--- config.mk ---
export PLATFORM = sky130hd
export DESIGN_NAME = trap_ctrl
export DESIGN_NICKNAME = d
export VERILOG_FILES = /design/src/rtl/trap_ctrl.sv
export SDC_FILE = /design/constraint.sdc
export NUM_CORES = 1
export LEC_CHECK = 0
export CORE_AREA = 2 2 236 238
export DETAILED_ROUTE_END_ITERATION = 10
export DIE_AREA = 0 0 238 240
export GPL_TIMING_DRIVEN = 1
export PLACE_DENSITY = 0.52
export SYNTH_ARGS = -nofsm -noshare
export SYNTH_HDL_FRONTEND = slang
export SYNTH_SLANG_ARGS = --single-unit
--- constraint.sdc ---
create_clock -name i_clk -period 3.38 [get_ports i_clk]
set_input_delay 0.338 -clock i_clk [delete_from_list [all_inputs] [get_ports i_clk]]
set_output_delay 0.338 -clock i_clk [all_outputs]
set_load 0.05 [all_outputs]
--- src/rtl/trap_ctrl.sv ---
// -----------------------------------------------------------------------------
// trap_ctrl
//   Sequencer between the pipeline commit stage and the machine-mode CSR file.
//   Detects synchronous exceptions, mret and pending machine interrupts,
//   drains the pipeline, issues the single-cycle mepc/mcause write and
//   mstatus.MIE clear/restore strobes, then hands a redirect PC to fetch.
//
// Ports
//   i_clk, i_reset        clock, synchronous active-high reset
//   i_exc_valid/cause/pc  synchronous exception from commit
//   i_mret                committing instruction is mret
//   i_irq_pc              PC saved when an interrupt is taken
//   i_halted              debug mode: no new events are accepted in IDLE
//   i_mtvec/mepc/mie/mip  live CSR values
//   i_mstatus_mie         global machine interrupt enable
//   o_flush, i_drain_done pipeline kill request / pipeline empty
//   o_mepc_*/o_mcause_*   CSR write data and strobes (COMMIT only)
//   o_mie_clear/restore   mstatus MIE stack strobes (COMMIT only)
//   o_redirect_*          redirect to fetch, valid/ready handshake
//   o_busy                sequencer not in IDLE
//   o_state_dbg           current FSM state (IDLE=0, DRAIN=1, COMMIT=2, REDIRECT=3)
//
// Redirect handshake: o_redirect_valid rises when REDIRECT is entered and
// stays high, with o_redirect_pc unchanged, until a cycle where
// i_redirect_ready is also high; that cycle is the transfer, and valid is low
// in the following cycle.
// -----------------------------------------------------------------------------
module trap_ctrl #(
  parameter bit          VECTORED_EN = 1'b1,
  parameter int unsigned DRAIN_MAX   = 16
) (
  input  logic        i_clk,
  input  logic        i_reset,
  input  logic        i_exc_valid,
  input  logic [5:0]  i_exc_cause,
  input  logic [63:0] i_exc_pc,
  input  logic        i_mret,
  input  logic [63:0] i_irq_pc,
  input  logic        i_halted,
  input  logic [63:0] i_mtvec,
  input  logic [63:0] i_mepc,
  input  logic [63:0] i_mie,
  input  logic [63:0] i_mip,
  input  logic        i_mstatus_mie,
  output logic        o_flush,
  input  logic        i_drain_done,
  output logic [63:0] o_mepc_data,
  output logic        o_mepc_we,
  output logic [63:0] o_mcause_data,
  output logic        o_mcause_we,
  output logic        o_mie_clear,
  output logic        o_mie_restore,
  output logic        o_redirect_valid,
  output logic [63:0] o_redirect_pc,
  input  logic        i_redirect_ready,
  output logic        o_busy,
  output logic [1:0]  o_state_dbg
);

  typedef enum logic [1:0] {
    S_IDLE     = 2'd0,
    S_DRAIN    = 2'd1,
    S_COMMIT   = 2'd2,
    S_REDIRECT = 2'd3
  } state_e;

  localparam logic [7:0] DRAIN_LAST = 8'(DRAIN_MAX - 1);

  state_e      state_q, state_d;
  logic [7:0]  drain_cnt_q, drain_cnt_d;
  logic [63:0] pc_q, pc_d;
  logic [63:0] cause_q, cause_d;
  logic [3:0]  code_q, code_d;
  logic        kind_ret_q, kind_ret_d;   // 1 = mret sequence, 0 = trap
  logic [63:0] redirect_pc_q, redirect_pc_d;

  // Registered outputs and their next values
  logic        flush_q, flush_d;
  logic [63:0] mepc_data_q, mepc_data_d;
  logic        mepc_we_q, mepc_we_d;
  logic [63:0] mcause_data_q, mcause_data_d;
  logic        mcause_we_q, mcause_we_d;
  logic        mie_clear_q, mie_clear_d;
  logic        mie_restore_q, mie_restore_d;
  logic        redirect_valid_q, redirect_valid_d;
  logic        busy_q, busy_d;

  // ---------------------------------------------------------------------------
  // Event detection (only consulted in IDLE)
  // ---------------------------------------------------------------------------
  logic [63:0] irq_bits;
  logic        irq_any;
  logic [3:0]  irq_code;
  logic        event_take;

  always_comb begin
    irq_bits = i_mie & i_mip;
    irq_any  = i_mstatus_mie & (irq_bits[11] | irq_bits[3] | irq_bits[7]);
    // Priority MEI(11) > MSI(3) > MTI(7)
    if (irq_bits[11])     irq_code = 4'd11;
    else if (irq_bits[3]) irq_code = 4'd3;
    else                  irq_code = 4'd7;
    event_take = !i_halted && (i_exc_valid || i_mret || irq_any);
  end

  // ---------------------------------------------------------------------------
  // Redirect target, evaluated from live CSRs while in COMMIT
  // ---------------------------------------------------------------------------
  logic [63:0] vec_base;
  logic [63:0] target_pc;

  always_comb begin
    vec_base = {i_mtvec[63:2], 2'b00};
    if (kind_ret_q) begin
      target_pc = i_mepc;
    end else if (VECTORED_EN && cause_q[63] && (i_mtvec[1:0] == 2'b01)) begin
      target_pc = vec_base + {58'h0, code_q, 2'b00};
    end else begin
      target_pc = vec_base;
    end
  end

  // ---------------------------------------------------------------------------
  // State register
  // ---------------------------------------------------------------------------
  always_ff @(posedge i_clk) begin
    if (i_reset) begin
      state_q       <= S_IDLE;
      drain_cnt_q   <= 8'd0;
      pc_q          <= 64'd0;
      cause_q       <= 64'd0;
      code_q        <= 4'd0;
      kind_ret_q    <= 1'b0;
      redirect_pc_q <= 64'd0;
    end else begin
      state_q       <= state_d;
      drain_cnt_q   <= drain_cnt_d;
      pc_q          <= pc_d;
      cause_q       <= cause_d;
      code_q        <= code_d;
      kind_ret_q    <= kind_ret_d;
      redirect_pc_q <= redirect_pc_d;
    end
  end

  // ---------------------------------------------------------------------------
  // Next-state logic
  // ---------------------------------------------------------------------------
  always_comb begin
    state_d       = state_q;
    drain_cnt_d   = drain_cnt_q;
    pc_d          = pc_q;
    cause_d       = cause_q;
    code_d        = code_q;
    kind_ret_d    = kind_ret_q;
    redirect_pc_d = redirect_pc_q;

    unique case (state_q)
      S_IDLE: begin
        drain_cnt_d = 8'd0;
        if (event_take) begin
          state_d = S_DRAIN;
          if (i_exc_valid) begin
            pc_d       = i_exc_pc;
            cause_d    = {1'b0, 57'h0, i_exc_cause};
            kind_ret_d = 1'b0;
          end else if (i_mret) begin
            kind_ret_d = 1'b1;
          end else begin
            pc_d       = i_irq_pc;
            cause_d    = {1'b1, 59'h0, irq_code};
            code_d     = irq_code;
            kind_ret_d = 1'b0;
          end
        end
      end
      S_DRAIN: begin
        drain_cnt_d = drain_cnt_q + 8'd1;
        // Timeout bounds the time spent waiting on a pipeline that never empties
        if (i_drain_done || (drain_cnt_q == DRAIN_LAST)) begin
          state_d = S_COMMIT;
        end
      end
      S_COMMIT: begin
        redirect_pc_d = target_pc;
        state_d       = S_REDIRECT;
      end
      S_REDIRECT: begin
        if (i_redirect_ready) begin
          state_d = S_IDLE;
        end
      end
      default: state_d = S_IDLE;
    endcase
  end

  // ---------------------------------------------------------------------------
  // Output logic: next values derived from the next state, so every output
  // comes straight from a flop. COMMIT is only ever entered from DRAIN, so the
  // latched kind/pc/cause are already valid when state_d is COMMIT.
  // ---------------------------------------------------------------------------
  always_comb begin
    flush_d          = (state_d == S_DRAIN) || (state_d == S_COMMIT);
    mepc_we_d        = 1'b0;
    mcause_we_d      = 1'b0;
    mie_clear_d      = 1'b0;
    mie_restore_d    = 1'b0;
    mepc_data_d      = 64'd0;
    mcause_data_d    = 64'd0;
    redirect_valid_d = (state_d == S_REDIRECT);
    busy_d           = (state_d != S_IDLE);
    if (state_d == S_COMMIT) begin
      if (kind_ret_q) begin
        mie_restore_d = 1'b1;
      end else begin
        mepc_we_d     = 1'b1;
        mcause_we_d   = 1'b1;
        mie_clear_d   = 1'b1;
        mepc_data_d   = {pc_q[63:1], 1'b0};
        mcause_data_d = cause_q;
      end
    end
  end

  always_ff @(posedge i_clk) begin
    if (i_reset) begin
      flush_q          <= 1'b0;
      mepc_data_q      <= 64'd0;
      mepc_we_q        <= 1'b0;
      mcause_data_q    <= 64'd0;
      mcause_we_q      <= 1'b0;
      mie_clear_q      <= 1'b0;
      mie_restore_q    <= 1'b0;
      redirect_valid_q <= 1'b0;
      busy_q           <= 1'b0;
    end else begin
      flush_q          <= flush_d;
      mepc_data_q      <= mepc_data_d;
      mepc_we_q        <= mepc_we_d;
      mcause_data_q    <= mcause_data_d;
      mcause_we_q      <= mcause_we_d;
      mie_clear_q      <= mie_clear_d;
      mie_restore_q    <= mie_restore_d;
      redirect_valid_q <= redirect_valid_d;
      busy_q           <= busy_d;
    end
  end

  assign o_flush          = flush_q;
  assign o_mepc_data      = mepc_data_q;
  assign o_mepc_we        = mepc_we_q;
  assign o_mcause_data    = mcause_data_q;
  assign o_mcause_we      = mcause_we_q;
  assign o_mie_clear      = mie_clear_q;
  assign o_mie_restore    = mie_restore_q;
  assign o_redirect_valid = redirect_valid_q;
  assign o_redirect_pc    = redirect_pc_q;
  assign o_busy           = busy_q;
  assign o_state_dbg      = state_q;

  // Only MEI/MSI/MTI participate; the remaining interrupt bits and mepc bit 0
  // are intentionally ignored.
  logic unused_bits;
  assign unused_bits = ^{irq_bits[63:12], irq_bits[10:8], irq_bits[6:4],
                         irq_bits[2:0], pc_q[0]};

endmodule
Yosys cells after proc, flatten, opt, wreduce, memory -nomap -nowiden
Index checks and enable logic that the tools add are counted.
- register bits after elaboration: 340
- input bits: 398
- output and inout bits: 201
- logic and storage cells: 65
- add/subtract/negate cells: 2
- eq/ne operators: 9
- multiplexer cells: 17
- bitwise logic cells: 7
- reductions and logical operators: 15
- operators by type and width (kind ; number):
    two-way mux 64 bit ; 6
    adder 64 x 6 -> 64 bit ; 1
    one-hot mux 8 bit (2 select lines) ; 1
    AND 12 bit ; 1
    adder 8 x 1 -> 8 bit (second input constant) ; 1
    == test 2 bit (second input constant) ; 4
    == test 8 x 4 -> 1 bit (second input constant) ; 1
    one-hot mux 2 bit (4 select lines) ; 1
    == test 2 x 1 -> 1 bit (second input constant) ; 3
    two-way mux 2 bit ; 3
    logical OR 1 bit ; 4
    two-way mux 1 bit ; 4
    two-way mux 4 bit ; 1
    AND reduction 4 bit ; 1
    nonzero test 2 bit ; 2
    two-way mux 3 bit ; 1
    NOT 1 bit ; 3
    AND reduction 3 bit ; 1
    OR reduction 3 bit ; 1
    logical AND 1 bit ; 2
    zero test 2 bit ; 1
    inequality test 2 bit (second input constant) ; 1
    bitwise OR 1 bit ; 2
    AND reduction 2 bit ; 1
    3 further kinds ; 3

Longest topological paths before layout
- depth after elaboration: 11
- mapped depth: 10
- depth with buffers taken out: 9

Worst setup path before layout
OpenSTA, ideal clock, no wires.
- path type: register -> register
- from: register state_q[0], in the netlist o_state_dbg[0]
- to: register mepc_data_q[54], in the netlist o_mepc_data[54]
- arrival: 2.635 ns
- data required time: 3.321 ns
- setup slack: 0.686 ns
- stages on the path, launching flop included: 9
- buffers on the path: 2
- clock period less this slack: 2.694 ns
- cells stage by stage: dfxtp_1 -> clkbuf_1 -> nor3_2 -> o31a_1 -> a221oi_1 -> ha_1 -> nor3b_1 -> clkbuf_1 -> and2_1
- cells in the longest elaborated chain, start to end: 5
- ends and longest elaborated chain (element ; RTL line ; RTL):
    from (decl) ; 69 ; state_e state_q, state_d;
    from (signal assigned) ; 136 ; state_q <= state_d;
    == test 2 bit (tied with other cells) ; 158 ; unique case (state_q)
    one-hot mux 2 bit (4 select lines) (*) ; 158 ;
    == test 2 bit (*) ; 212 ; if (state_d == S_COMMIT) begin
    NOT 1 bit (no source line) (*) ; n/a ;
    OR reduction 3 bit (no source line) (*) ; n/a ;
    to (signal assigned) ; 238 ; mepc_data_q <= mepc_data_d;
    to (decl) ; 79 ; logic [63:0] mepc_data_q, mepc_data_d;
Every way passes the cells marked *; elsewhere a longest branch is shown, timed or not.
A chain may end at the register's enable or synchronous reset.

Worst setup path after layout
- from: register code_q[3]
- to: register redirect_pc_q[63], in the netlist o_redirect_pc[63]
- cells in the longest elaborated chain, start to end: 3
- ends and longest elaborated chain (element ; RTL line ; RTL):
    from (decl) ; 73 ; logic [3:0] code_q, code_d;
    from (signal assigned) ; 140 ; code_q <= code_d;
    adder 64 x 6 -> 64 bit ; 117 ; target_pc = vec_base + {58'h0, code_q, 2'b00};
    two-way mux 64 bit ; 116 ; end else if (VECTORED_EN && cause_q[63] && (i_mtvec[1:0] == 2'b01)) begin
    two-way mux 64 bit ; 114 ; if (kind_ret_q) begin
    to (signal assigned) ; 142 ; redirect_pc_q <= redirect_pc_d;
    to (decl) ; 75 ; logic [63:0] redirect_pc_q, redirect_pc_d;
Every way passes these cells.

==> results.md <==
- Status: complete, no violations
- CTS root buf: clkbuf_16
- Final setup vio count: 0
- Slew headroom: 45.1%
- Die Y: ~240 µm
- Slew at the pin closest to its max-slew limit: 0.822 ns
- Pin count of the biggest net entering global routing: 54
- Top_reg_cell synth: dfxtp_1
- Layout cells sized above 1: 7.27%
- Total power: 7390 µW
- Initial antenna violation count: 2
- Reg-to-Reg Start: code_q[3]$_SDFFE_PP0P_
- Largest delay contributor family on the critical path: simple AND/OR/NAND/NOR gates
- Gate power share: 19.9%
- RSZ-0062 raised after global routing: no
- Initial Util: 18.5%
- Synthesized instance count: 1129
- Clk_skew: 0.00868 ns
- Cell Pwr Density: 463 mW/mm²
- Minimum clock period: between 2 and 3 ns
- DRC: 0
- Mean Syn Cell Area: about 9.0 µm²
- Distinct cells, synth: 61
- Reg2reg end: o_redirect_pc[63]$_SDFFE_PP0N_
- GPL Wtd Cong: 0.768
- Final Hold Fails: 0
- # rows: 86
- Postcts setup bufs: 0
- Violation count after the first detailed-route iteration: about 280
- Pins Over Slew Limit: 0
- Critical Path RT: 3.80 ns
- Crit path cell chain: ha_1 -> o21a_1 -> a21oi_1 -> buf_4 -> or4_4 -> nor4_1 -> buf_4 -> xnor2_1 -> o21ai_1
- GR Overflow Total: 0
- Core area: 0.0547 mm²
- Fin crit share: 75.9%
- First-pass GRT wire length: 55.7 mm
- Crit Path Category: reg -> reg
- DPL Wire Length: approximately 30 mm
- Switching portion of total power: between 20 and 30%
- Seq cells post-synth: 223
- Vias in the first global route: 9155
- Mapped cell area: just over 0.01 mm²
- EDFF count, synth: 0
- Vias per cell: 4.14
- Crit path launch: code_q[3]$_SDFFE_PP0P_
- Int Power: 5250 µW
- Setup TNS: 0 ns
- CTS HTree Levels: 1
- Nets: approximately 1900
- CP startpoint kind: flop
- Post-route ant nets: 0
- Filler instances: 5761
- CP max stage cell: or4_4
- Warnings from Yosys: 0
- Final WL: 38.1 mm
- Register area share after synthesis: 44.1%
- Buffers on Ports: 416
- Top Ports: 599
- Switching power: 2150 µW
- Clk pwr share: 41.5%
- Clock sink count: roughly 220
- Pleak: 0.00592 µW
- CP dominant cell by count: buf_4
- CTS tree: yes
- Peak supply drop: 0.292 mV
- Max FO, Critical Path: 12
- Worst Path Arrival: 2.99 ns
- Clk buf depth: 3
- Critical path buffer and inverter count: 2
- Critical Path End: o_redirect_pc[63]$_SDFFE_PP0N_
- CTS resizes: 0
- Layout overhead on the synthesized area: 57.7%
- Die width: 238 µm
- Reg power frac: approximately two fifths
- Largest stage delay, worst path: ~0.61 ns
- Worst R2R Path Depth: 9
- Worst min path class: in -> reg
- Die area: 0.0571 mm²
- Core Util, Final: 29.2%
- All-layer global routing usage: 12.7%
- Post-CTS Hold Fix Bufs: 0
- Pre-antenna DRT Iters: 7
- Vias: 9374
- Async S/R FF share, synth: 0%
- Clock-pin slew on the worst setup and hold paths: 0.06 ns
- Reg2Reg Setup Slack: 0.81 ns
- DR WL/cell: 16.9 µm
- Worst Setup End Kind: flop
- Max Clk Rate: a little under 0.4 GHz
- Inserted Clock Buffers: 28
- Max cap viols: 0
- Clock Latency Late Sink: 0.55 ns
- WP depth: 9
[through the flow]
step	hold slack (ns)	setup slack (ns)	cell area [µm²]	cells
final	0.245	0.813	16000	2262
after detailed placement	0.439	0.277	15000	2207
after CTS	0.229	0.758	15900	2259
after global placement	0.435	0.340	15000	2207
after global routing	0.261	0.585	15900	2259
after floorplan	0.431	0.686	10300	1186
[cell type report]
type	count	area, µm²	share of cell area [%]
clock inverter	15	143	0.894
clock buffer	37	816	5.11
inverter	12	45.0	0.282
timing repair buffer	455	4500	28.2
antenna	3	7.51	0.0471
tap	704	881	5.52
sequential	223	4470	28.0
multi-input combinational	813	5090	31.9
[worst reg2reg max path: stages, from the launching register on]
cell and delay [ns]:
dfxtp_1 0.32, ha_1 0.34, o21a_1 0.14, a21oi_1 0.07, buf_4 0.17, or4_4 0.61
nor4_1 0.35, buf_4 0.19, xnor2_1 0.16, o21ai_1 0.09
[cell usage in the layout (no fill, tap or decap), drive strengths merged, types with 23 or more instances in the layout]
cell type | netlist | layout
and3 | 26 | 26
dfxtp | 223 | 223
nand3 | 34 | 34
a21oi | 40 | 40
a22oi | 23 | 23
a211oi | 65 | 65
and2 | 72 | 72
nor2 | 105 | 105
xnor2 | 35 | 35
conb | 1 | 58
nand2 | 74 | 74
o21ai | 34 | 34
clkdlybuf4s50 | 0 | 414
nor3 | 29 | 29
clkbuf | 64 | 37
buf | 74 | 41
mux2i | 67 | 67
xor2 | 28 | 28
[worst min path at each step]
| stage | startpoint | endpoint | cells after the start |
|---|---|---|---|
| 5_1_grt | i_reset | pc_q[3]$_SDFFE_PP0P_ | 2 |
| 2_1_floorplan | cause_q[0]$_SDFFE_PP0P_ | o_mcause_data[0]$_SDFF_PP0_ | 1 |
| 6_report | i_reset | pc_q[6]$_SDFFE_PP0P_ | 2 |
| 4_1_cts | i_reset | pc_q[6]$_SDFFE_PP0P_ | 2 |
| 3_5_place_dp | pc_q[58]$_SDFFE_PP0P_ | o_mepc_data[58]$_SDFF_PP0_ | 1 |
| 3_3_place_gp | pc_q[54]$_SDFFE_PP0P_ | o_mepc_data[54]$_SDFF_PP0_ | 1 |
[cells by family (layout without fill, tap and decap cells)]
kind of cell | count (synthesis) | after routing | synth area share (%)
other | 1 | 61 | 0.0371
AOI/OAI and AO/OA | 209 | 209 | 13.6
muxes | 67 | 67 | 6.63
DFF | 223 | 223 | 44.1
and+or+nand+nor | 407 | 407 | 21.0
xor gates and xnor gates | 63 | 63 | 5.45
adders and majority gates | 9 | 9 | 1.19
buffers and inverters | 150 | 519 | 7.94
[Yosys cell counts (3+ instances only)]
| cell type | number | share of area, % |
|---|---|---|
| a31oi_1 | 11 | 0.68 |
| a22oi_1 | 23 | 1.7 |
| nor4_2 | 3 | 0.37 |
| a211oi_1 | 65 | 4.8 |
| nand3b_1 | 5 | 0.37 |
| clkbuf_1 | 64 | 2.4 |
| nand2_1 | 74 | 2.7 |
| o21ai_0 | 32 | 1.6 |
| and2_1 | 72 | 4.5 |
| buf_2 | 6 | 0.30 |
| nor2b_1 | 4 | 0.25 |
| xnor2_1 | 35 | 3.0 |
| nor3_1 | 28 | 1.4 |
| inv_1 | 12 | 0.45 |
| and3_1 | 26 | 1.6 |
| nand3_1 | 34 | 1.7 |
| buf_4 | 60 | 4.5 |
| nand2b_1 | 5 | 0.31 |
| xor2_1 | 28 | 2.4 |
| mux2i_1 | 67 | 6.6 |
| and4_1 | 5 | 0.43 |
| ha_1 | 8 | 0.99 |
| buf_1 | 7 | 0.26 |
| a21oi_1 | 40 | 2.0 |
| o22ai_1 | 16 | 0.99 |
| nor3b_1 | 4 | 0.30 |
| nand4_1 | 18 | 1.1 |
| dfxtp_1 | 223 | 44 |
| nor2_1 | 105 | 3.9 |
| nor4_1 | 6 | 0.37 |
[routing by layer]
layer / GRT usage, % / share of wire (%) / vias to the layer above / routed length (µm)
met5: 0 / 0.079 / - / 30
met4: 3.77 / 2.2 / 4 / 855
met3: 3.11 / 7.3 / 55 / 2800
met2: 22.0 / 48 / 322 / 18200
met1: 15.5 / 43 / 4335 / 16200
li1: - / - / 4658 / -
[flip-flops by register name, indices dropped and copies added, names as in the netlist]
signal,count
cause_q,7
o_state_dbg,2
o_flush,1
o_mie_clear,1
o_mcause_data,7
o_redirect_pc,64
o_mepc_data,63
pc_q,63
o_redirect_valid,1
o_busy,1
o_mie_restore,1
kind_ret_q,1
code_q,3
drain_cnt_q,8
[power by group through the flow]
stage,Combinational [µW],Sequential (µW),Clock [µW]
global route,1580,2880,3280
floorplan,652,3100,0
detailed placement,1480,2920,0
finish,1470,2860,3060
global placement,1470,2920,0
CTS,1490,2860,3180
Note: power is estimated with default switching activity, not from simulation.
